$ cat config.mk
export PLATFORM = sky130hd
export DESIGN_NAME = a2d_rr_sched_flat
export DESIGN_NICKNAME = d
export VERILOG_FILES = /design/src/rtl/a2d_pkg.sv /design/src/rtl/a2d_rr_sched_if.sv /design/src/rtl/a2d_gap_cnt.sv /design/src/rtl/a2d_rr_sched.sv /design/src/flat_wrapper.sv
export SDC_FILE = /design/constraint.sdc
export NUM_CORES = 1
export LEC_CHECK = 0
export ABC_CLOCK_PERIOD_IN_PS = 1700
export BUFFER_PORTS_ARGS = -buffer_cell sky130_fd_sc_hd__buf_2
export CAP_MARGIN = 20
export CORE_ASPECT_RATIO = 2
export CORE_UTILIZATION = 50
export DETAILED_ROUTE_END_ITERATION = 12
export PLACE_DENSITY = 0.8
export SLEW_MARGIN = 25
export SYNTH_ARGS = -nofsm -noshare
export SYNTH_HDL_FRONTEND = slang
export SYNTH_HIERARCHICAL = 1
export SYNTH_SLANG_ARGS = --single-unit
$ cat constraint.sdc
create_clock -name clk -period 1.7 [get_ports clk]
set_input_delay 0 -clock clk [delete_from_list [all_inputs] [get_ports clk]]
set_output_delay 0 -clock clk [all_outputs]
set_load 0.02 [all_outputs]
$ cat src/rtl/a2d_pkg.sv
// Shared types, channel map and helpers for the A2D round-robin scheduler.
//   a2d_state_t : scheduler FSM state encoding
//   CH_*        : ADC128S channel numbers, one per measured quantity
//   mk_cmd      : builds the 16-bit SPI command word for a channel
//   ptr2chnl    : maps the round-robin pointer (0..3) onto its channel
package a2d_pkg;

    typedef enum logic [2:0] {
        IDLE,
        TX1,
        WT1,
        GAP,
        TX2,
        WT2,
        CAP
    } a2d_state_t;

    localparam logic [2:0] CH_LFT   = 3'd0;
    localparam logic [2:0] CH_RGHT  = 3'd4;
    localparam logic [2:0] CH_STEER = 3'd5;
    localparam logic [2:0] CH_BATT  = 3'd6;

    function automatic logic [15:0] mk_cmd(input logic [2:0] chnl);
        return {2'b00, chnl, 11'h000};
    endfunction

    function automatic logic [2:0] ptr2chnl(input logic [1:0] ptr);
        logic [2:0] chnl;
        case (ptr)
            2'd0:    chnl = CH_LFT;
            2'd1:    chnl = CH_RGHT;
            2'd2:    chnl = CH_STEER;
            default: chnl = CH_BATT;
        endcase
        return chnl;
    endfunction

endpackage

$ cat src/rtl/a2d_rr_sched_if.sv
// SPI-master handshake between the scheduler and the SPI master.
//   wrt     : 1-clk launch pulse for a 16-bit transaction
//   cmd     : command word, held for the whole transaction
//   done    : 1-clk completion pulse from the SPI master
//   rd_data : word shifted in, valid while done=1
// The scheduler is the master modport; the SPI engine is the slave modport.
interface a2d_rr_sched_if;

    logic        wrt;
    logic [15:0] cmd;
    logic        done;
    logic [15:0] rd_data;

    modport master (
        output wrt,
        output cmd,
        input  done,
        input  rd_data
    );

    modport slave (
        input  wrt,
        input  cmd,
        output done,
        output rd_data
    );

endinterface

$ cat src/rtl/a2d_gap_cnt.sv
// Loadable down-counter that times the idle gap between the two SPI
// transactions of a conversion.
//   clk, rst_n : clock, synchronous active-low reset
//   ld         : load ld_val (takes priority over en)
//   ld_val     : value loaded; the count then runs ld_val+1 enabled clocks
//   en         : decrement while non-zero
//   tc         : terminal count, high when the counter is zero
module a2d_gap_cnt #(
    parameter int W = 4
) (
    input  logic         clk,
    input  logic         rst_n,
    input  logic         ld,
    input  logic [W-1:0] ld_val,
    input  logic         en,
    output logic         tc
);

    logic [W-1:0] cnt_q;

    always_ff @(posedge clk) begin
        if (!rst_n) begin
            cnt_q <= '0;
        end else if (ld) begin
            cnt_q <= ld_val;
        end else if (en && (cnt_q != '0)) begin
            cnt_q <= cnt_q - W'(1);
        end
    end

    assign tc = (cnt_q == '0);

endmodule

$ cat src/rtl/a2d_rr_sched.sv
// Round-robin conversion scheduler for the shared ADC128S SPI link.
// Each nxt strobe converts the next channel (left load cell, right load
// cell, steering pot, battery) using two SPI transactions; the first
// read is ADC pipeline junk, the second carries the conversion result.
//   clk, rst_n  : clock, synchronous active-low reset
//   nxt         : start-next-conversion strobe
//   spi         : SPI master handshake (wrt/cmd out, done/rd_data in)
//   lft_ld, rght_ld, steer_pot, batt : latest 12-bit results
//   rslt_vld    : 1-clk pulse when a result register updates
//   rslt_idx    : which result updated (0 lft, 1 rght, 2 steer, 3 batt)
//   ovr         : sticky, a nxt was dropped while busy with one pending
//
// state | meaning
// IDLE  | waiting for nxt or a pending request
// TX1   | wrt pulse for the dummy transaction
// WT1   | waiting for done of the dummy transaction (data discarded)
// GAP   | idle clocks before the second transaction
// TX2   | wrt pulse for the result transaction, same cmd
// WT2   | waiting for done; result captured on done
// CAP   | rslt_vld pulse, advance the round-robin pointer
module a2d_rr_sched
    import a2d_pkg::*;
#(
    parameter int unsigned GAP_CYC = 2
) (
    input  logic                  clk,
    input  logic                  rst_n,
    input  logic                  nxt,
    a2d_rr_sched_if.master        spi,
    output logic [11:0]           lft_ld,
    output logic [11:0]           rght_ld,
    output logic [11:0]           steer_pot,
    output logic [11:0]           batt,
    output logic                  rslt_vld,
    output logic [1:0]            rslt_idx,
    output logic                  ovr
);

    localparam int GAP_W = (GAP_CYC > 1) ? $clog2(GAP_CYC) : 1;

    a2d_state_t  state_q;
    logic [1:0]  ptr_q;
    logic        pend_q;
    logic        ovr_q;
    logic        wrt_q;
    logic [15:0] cmd_q;
    logic        vld_q;
    logic [1:0]  idx_q;
    logic [11:0] rslt_q [4];

    logic gap_ld;
    logic gap_en;
    logic gap_tc;

    // Loading GAP_CYC-1 on the WT1 done makes GAP last exactly GAP_CYC clocks.
    assign gap_ld = (state_q == WT1) && spi.done;
    assign gap_en = (state_q == GAP);

    a2d_gap_cnt #(
        .W (GAP_W)
    ) u_gap_cnt (
        .clk    (clk),
        .rst_n  (rst_n),
        .ld     (gap_ld),
        .ld_val (GAP_W'(GAP_CYC - 1)),
        .en     (gap_en),
        .tc     (gap_tc)
    );

    always_ff @(posedge clk) begin
        if (!rst_n) begin
            state_q <= IDLE;
            ptr_q   <= 2'd0;
            pend_q  <= 1'b0;
            ovr_q   <= 1'b0;
            wrt_q   <= 1'b0;
            cmd_q   <= 16'h0000;
            vld_q   <= 1'b0;
            idx_q   <= 2'd0;
            rslt_q  <= '{default: '0};
        end else begin
            wrt_q <= 1'b0;
            vld_q <= 1'b0;

            // One request can queue behind the running conversion; a further
            // one is dropped and flagged.
            if (nxt && (state_q != IDLE)) begin
                if (!pend_q) begin
                    pend_q <= 1'b1;
                end else begin
                    ovr_q <= 1'b1;
                end
            end

            case (state_q)
                IDLE: begin
                    if (nxt || pend_q) begin
                        state_q <= TX1;
                        pend_q  <= 1'b0;
                        wrt_q   <= 1'b1;
                        cmd_q   <= mk_cmd(ptr2chnl(ptr_q));
                    end
                end
                TX1: begin
                    state_q <= WT1;
                end
                WT1: begin
                    if (spi.done) begin
                        state_q <= GAP;
                    end
                end
                GAP: begin
                    if (gap_tc) begin
                        state_q <= TX2;
                        wrt_q   <= 1'b1;
                    end
                end
                TX2: begin
                    state_q <= WT2;
                end
                WT2: begin
                    if (spi.done) begin
                        rslt_q[ptr_q] <= spi.rd_data[11:0];
                        vld_q         <= 1'b1;
                        idx_q         <= ptr_q;
                        state_q       <= CAP;
                    end
                end
                CAP: begin
                    ptr_q   <= ptr_q + 2'd1;
                    state_q <= IDLE;
                end
                default: begin
                    state_q <= IDLE;
                end
            endcase
        end
    end

    assign spi.wrt   = wrt_q;
    assign spi.cmd   = cmd_q;
    assign lft_ld    = rslt_q[0];
    assign rght_ld   = rslt_q[1];
    assign steer_pot = rslt_q[2];
    assign batt      = rslt_q[3];
    assign rslt_vld  = vld_q;
    assign rslt_idx  = idx_q;
    assign ovr       = ovr_q;

endmodule

$ cat src/flat_wrapper.sv
// flat-port wrapper written by rule: the top's interface ports become plain ports
module a2d_rr_sched_flat import a2d_pkg::*;
#(
    parameter int unsigned GAP_CYC = 2
)
  (clk, rst_n, nxt, lft_ld, rght_ld, steer_pot, batt, rslt_vld, rslt_idx, ovr, spi_wrt, spi_cmd, spi_done, spi_rd_data);
  a2d_rr_sched_if spi_i ();
  input  logic clk;
  input  logic rst_n;
  input  logic nxt;
  output logic [11:0] lft_ld;
  output logic [11:0] rght_ld;
  output logic [11:0] steer_pot;
  output logic [11:0] batt;
  output logic rslt_vld;
  output logic [1:0] rslt_idx;
  output logic ovr;
  output wire logic [$bits(spi_i.wrt)-1:0] spi_wrt;
  output wire logic [$bits(spi_i.cmd)-1:0] spi_cmd;
  input wire logic [$bits(spi_i.done)-1:0] spi_done;
  input wire logic [$bits(spi_i.rd_data)-1:0] spi_rd_data;
  assign spi_wrt = spi_i.wrt;
  assign spi_cmd = spi_i.cmd;
  assign spi_i.done = spi_done;
  assign spi_i.rd_data = spi_rd_data;
  a2d_rr_sched #(.GAP_CYC(GAP_CYC)) u_core (.clk(clk), .rst_n(rst_n), .nxt(nxt), .spi(spi_i), .lft_ld(lft_ld), .rght_ld(rght_ld), .steer_pot(steer_pot), .batt(batt), .rslt_vld(rslt_vld), .rslt_idx(rslt_idx), .ovr(ovr));
endmodule
==> metrics, run 1 <==
clock transition at the registers of the reported paths=0.06 ns; Hold Violations, Final=0; number of remaining DRC errors=0; Synth area leader=dfxtp_1; Die W=53.2 microns; first-pass GRT wire length=8.76 mm; Total Power=between 2 and 3 mW; CP required=1.94 ns; Slowest-stage cell, CP=dfxtp_1; PortBufs=71; Starting Density=between 50% and 60%; Post-DP Area=~3000 sq um; Diodes inserted=0; top post-synthesis cells by area=dfxtp_1, mux2i_1, nand2_1; synth warn=6; GR Overflow Total=0; final setup fails=0; max-slew violations=0; initial antenna violation count=0; CTS tree=yes; GRT Total Usage=21.6%; die height=104 microns; dpl ws=between 0.2 and 0.25 ns; Max Clk Rate=683 MHz; Min-Delay Path Class=in -> reg; status=finished, final reports clean; Worst setup SP type=flop; Core ar.=4950 sq um; Final nets=about 370; critical path class=reg -> reg; time the worst path needs with I/O delays and setup=1.46 ns; Sink Count=63; Post-Synthesis Cells=263; crit-path max cell delay=0.49 ns; vias in the first global route=1877; LEAKAGE=between 1.5 and 2 nW; area occupied by multi-input gates=1180 sq um; worst-path cell chain=and4b_1, buf_4, nand2_4, mux2i_1; RSZ-0062 raised after global routing=false; register bit total from synthesis=63; Storage cell area=1260 sq um; # Max-Cap Violations=0; PwrDens=between 900 and 1000 nW/um^2; Starting DRT DRC Count=50; mapped cell area=2620 sq um; DPL Wire Length=roughly 3.7 mm; Final Cell Area=~3200 sq um; Rows=36; Via density=4.91; syn avg cell area=9.95 sq um; drt total wl=5.45 mm; P&R area growth vs syn=21.9%; Seq/Total Area, Yosys=48.2%; layout cells sized above 1=between 20% and 30%; CP arrival=around 1.7 ns; largest net degree at the start of global routing=46; clock root cell=clkbuf_8; drt first pass iters=4; gpl congestion=0.702; # IOs=89; Fin Clk Skew=0.00387 ns; clock buffer count from CTS=9; Fillers=434; Clock Tree Buf Depth=2; Finished Core Util=64.4%; Synth top area share=between 40% and 50%; latest clock arrival within the worst-skew pair=0.32 ns; fin crit share=86.1%; VDD IR max=0.803 mV; post-synth cell types=30; Setup WS post-layout=0.236 ns; Final TNS setup=0 ns; remaining antenna violation count after routing=0; crit end category=flop; DR WL/cell=13.6 microns; detailed-route via count=1970; H-tree lvl count=3; Die ar.=5550 sq um; CP max FO=12
Yosys cell counts:
cell / count
nand2_4: 4
clkbuf_1: 4
nor3_1: 4
o211ai_1: 2
nor2_1: 3
nand3_1: 2
o41ai_2: 1
a21boi_0: 3
nor3b_1: 1
xnor2_1: 1
and3_1: 1
and4b_1: 1
o21ai_0: 3
and2_1: 2
ha_1: 5
o21a_1: 1
and2b_1: 1
inv_1: 6
nor2b_1: 4
buf_4: 13
nand2_1: 67
nand3b_1: 2
buf_1: 3
dfxtp_1: 63
mux2i_1: 54
buf_6: 6
and4_1: 1
conb_1: 2
nand2b_1: 1
buf_2: 2
area by class of cell:
| class | instances | area share, % |
|---|---|---|
| Clock buffer | 15 | 5.53 |
| Tap cell | 57 | 2.23 |
| Inverter | 6 | 0.706 |
| Timing Repair Buffer | 82 | 15.1 |
| Sequential cell | 63 | 39.5 |
| Multi-Input combinational cell | 178 | 36.9 |
critical path, delay by kind of cell, from the launching register on:
kind	cells	cell delay, ns
buffers and inverters	1	0.19
AND/OR/NAND/NOR	2	0.46
multiplexers	1	0.25
flip-flops	1	0.49
final timing paths:
| kind | from | end | slack (ns) | depth (start not counted) |
|---|---|---|---|---|
| max | u_core/state_q[1] | u_core/batt[0] | 0.24 | 4 |
| max reg2reg | u_core/state_q[1] | u_core/batt[0] | 0.24 | 4 |
| min | spi_rd_data[0] | u_core/rght_ld[0] | 0.03 | 3 |
| min reg2reg | u_core/spi.cmd[11] | u_core/spi.cmd[11] | 0.46 | 2 |
kinds of logic after synthesis:
group | after synthesis | synth area share [%]
xor gates and xnor gates | 1 | 0.335
AOI/OAI and AO/OA | 10 | 2.92
adders and majority gates | 5 | 2.39
buffers and inverters | 34 | 8.56
and+or+nand+nor | 94 | 16.7
muxes | 54 | 20.7
DFF | 63 | 48.2
other | 2 | 0.287
repair_timing:
action | in CTS | in global routing
endpoints found under the hold margin | 20 | 0
hold buffers | 8 | 0
resized for setup | 0 | 0
setup buffers | 0 | 0
power breakdown:
group	total [mW]	internal (mW)	switching, mW
sequential	1.53	1.50	0.0323
clock	1.15	0.643	0.507
combinational	0.238	0.0923	0.146
total	2.92	2.24	0.686
flip-flops by register name (all words and copies together), names as in the netlist:
register and flops:
u_core/batt 12, u_core/lft_ld 12, u_core/ovr 1, u_core/pend_q 1, u_core/ptr_q 2, u_core/rght_ld 12, u_core/rslt_idx 2, u_core/rslt_vld 1
u_core/spi.cmd 3, u_core/spi.wrt 1, u_core/state_q 3, u_core/steer_pot 12, u_core/u_gap_cnt/cnt_q 1
through the flow:
step | instances | hold slack [ns]
2_1_floorplan | 275 | 0.150
3_3_place_gp | 378 | 0.315
3_5_place_dp | 378 | 0.315
4_1_cts | 401 | 0.00634
5_1_grt | 401 | 0.0118
6_report | 401 | 0.0310
routing by layer:
| metal | wire, microns | up-vias | GRT usage (%) | share of wire [%] |
|---|---|---|---|---|
| met3 | 204 | 6 | 6.73 | 3.7 |
| met1 | 2180 | 920 | 23.8 | 40 |
| li1 | - | 986 | - | - |
| met2 | 2990 | 58 | 36.4 | 55 |
| met4 | 70 | 0 | 9.02 | 1.3 |
| met5 | 0 | - | 0 | 0 |
cell usage in the layout, fill, tap and decap left out, drive strengths merged:
cell,n
nor2b,4
inv,6
and4,1
nand3,2
dlygate4sd3,8
nand2b,1
clkbuf,15
and2b,1
o21a,1
a21boi,3
buf,74
o21ai,3
xnor2,1
nor3b,1
mux2i,54
o211ai,2
o41ai,1
nand3b,2
and4b,1
conb,14
dfxtp,63
nor3,4
nor2,3
and3,1
ha,5
nand2,71
and2,2
Note: power is estimated with default switching activity, not from simulation.
==> inputs of run 2 (changes only) <==
--- a/config.mk
+++ b/config.mk
@@ -9,9 +9,8 @@
 export BUFFER_PORTS_ARGS = -buffer_cell sky130_fd_sc_hd__buf_2
 export CAP_MARGIN = 20
 export CORE_ASPECT_RATIO = 2
-export CORE_UTILIZATION = 50
+export CORE_UTILIZATION = 35
 export DETAILED_ROUTE_END_ITERATION = 12
-export PLACE_DENSITY = 0.8
 export SLEW_MARGIN = 25
 export SYNTH_ARGS = -nofsm -noshare
 export SYNTH_HDL_FRONTEND = slang
==> run 2 against run 1 <==
  * Clock power increased by 72%
  * Wire length rose by 1.6%
  * Setup slack improved by 0.081 ns
  * Fmax up 5.8%
  * Critical path depth unchanged
  * Worst hold slack got worse by 0.026 ns
  * Register-to-register slack improved by 0.08 ns
  * Largest cell class unchanged
==> metrics, run 2 (synthesis gave the netlist of run 1 again) <==
CP delay by family, top=flip-flops (unchanged); Rows=44 (was 36); vias in the first global route=1886 (was 1877); PwrDens=1120 nW/um^2 (was 916 nW/um^2); Min-Delay Path Class=in -> reg (unchanged); CTS tree=yes (unchanged); Hold Violations, Final=0 (unchanged); Max Clk Rate=723 MHz (was 683 MHz); Diodes inserted=0 (unchanged); die height=124 microns (was 104 microns); Sink Count=63 (unchanged); Setup WS post-layout=0.317 ns (was 0.236 ns); clock buffer count from CTS=9 (unchanged); latest clock arrival within the worst-skew pair=0.33 ns (was 0.32 ns); CP bufs+invs=1 (unchanged); PortBufs=71 (unchanged); DPL Wire Length=3.70 mm (about the same); GR Overflow Total=0 (unchanged); most common cell after layout, fill and taps aside=buf_2 (unchanged); remaining antenna violation count after routing=0 (unchanged); Die ar.=7850 sq um (was 5550 sq um); H-tree lvl count=3 (unchanged); gpl congestion=0.748 (was 0.702); Die W=63.2 microns (was 53.2 microns); initial antenna violation count=0 (unchanged); Via density=4.55 (was 4.91); crit-path max cell delay=0.46 ns (was 0.49 ns); number of remaining DRC errors=0 (unchanged); clock root cell=clkbuf_16 (was clkbuf_8); most frequent cells in the layout=buf_2, nand2_1, dfxtp_1, mux2i_1, conb_1 (unchanged); LEAKAGE=1.88 nW (was 1.82 nW); # IOs=89 (unchanged); time the worst path needs with I/O delays and setup=1.38 ns (was 1.46 ns); CP required=1.91 ns (was 1.94 ns); CP max FO=12 (unchanged); Final TNS setup=0 ns (unchanged); drt total wl=5.54 mm (was 5.45 mm); Core ar.=7270 sq um (was 4950 sq um); Clock Tree Buf Depth=2 (unchanged); largest net degree at the start of global routing=80 (was 46); Worst setup SP type=flop (unchanged); detailed-route via count=1984 (was 1970); crit end category=flop (unchanged); layout cells sized above 1=27.3% (was 26.5%); Final nets=364 (was 365); Fin Clk Skew=0.00478 ns (was 0.00387 ns); max-slew violations=0 (unchanged); clock transition at the registers of the reported paths=0.05 ns (was 0.06 ns); Fillers=746 (was 434); # Max-Cap Violations=0 (unchanged); status=finished, final reports clean (unchanged); GRT Total Usage=15.5% (was 21.6%); DR WL/cell=12.7 microns (was 13.6 microns); Starting Density=36.0% (was 52.8%); VDD IR max=0.532 mV (was 0.803 mV); Finished Core Util=46.2% (was 64.4%); final setup fails=0 (unchanged); fin crit share=81.4% (was 86.1%); post-cts resize count=0 (unchanged); first-pass GRT wire length=9.06 mm (was 8.76 mm); dpl ws=0.311 ns (was 0.243 ns); Starting DRT DRC Count=34 (was 50); P&R area growth vs syn=28.3% (was 21.9%); worst-path cell chain=and4b_1, buf_4, nand2_4, mux2i_1 (unchanged); drt first pass iters=4 (unchanged); CP arrival=1.59 ns (was 1.71 ns); RSZ-0062 raised after global routing=false (unchanged); critical path class=reg -> reg (unchanged); Slowest-stage cell, CP=dfxtp_1 (unchanged)
==> run 2: worst paths after layout <==
kind | slack (ns) | startpoint | to | cells after the start
max reg2reg | 0.32 | u_core/state_q[0] | u_core/steer_pot[2] | 4
max | 0.32 | u_core/state_q[0] | u_core/steer_pot[2] | 4
min reg2reg | 0.45 | u_core/spi.cmd[12] | u_core/spi.cmd[12] | 2
min | 0.005 | spi_rd_data[9] | u_core/steer_pot[9] | 3
==> run 2: what timing repair did <==
action                                 in CTS  in global routing
hold buffers                                6                  0
setup buffers                               0                  0
endpoints found under the hold margin      11                  0
==> run 2: worst min-delay path, cell delays in order <==
cell     delay (ns)
buf_2          0.08
nand2_1        0.09
mux2i_1        0.13
==> run 2: through the flow <==
| step | power, mW | std cells | hold slack, ns | instance area, sq um |
|---|---|---|---|---|
| finish | 3.75 | 436 | 0.00457 | 3360 |
| floorplan | 1.75 | 275 | 0.150 | 2660 |
| CTS | 3.78 | 436 | 0.0124 | 3360 |
| detailed placement | 1.79 | 414 | 0.337 | 2970 |
| global placement | 1.79 | 414 | 0.325 | 2970 |
| global route | 3.88 | 436 | 0.0353 | 3360 |
==> run 2: routing by layer <==
| layer | global-route usage, % | vias to the layer above | wire [microns] |
|---|---|---|---|
| li1 | - | 986 | - |
| met1 | 16.1 | 925 | 2250 |
| met2 | 26.8 | 60 | 2880 |
| met3 | 3.30 | 13 | 230 |
| met4 | 10.7 | 0 | 169 |
| met5 | 0 | - | 0 |
==> run 2: cell type report <==
cell class | count | area, sq um | area share (%)
well taps | 92 | 115 | 3.43
clock inverters | 3 | 65.1 | 1.94
clock buffers | 13 | 260 | 7.75
repair buffers | 81 | 458 | 13.6
flip-flops and latches | 63 | 1260 | 37.5
multi-input cells | 178 | 1180 | 35.0
inverters | 6 | 22.5 | 0.670
==> run 2: power by group <==
part / total [mW] / switching [mW] / internal (mW)
clock network: 1.98 / 0.619 / 1.36
registers: 1.52 / 0.0207 / 1.50
logic: 0.249 / 0.156 / 0.0928
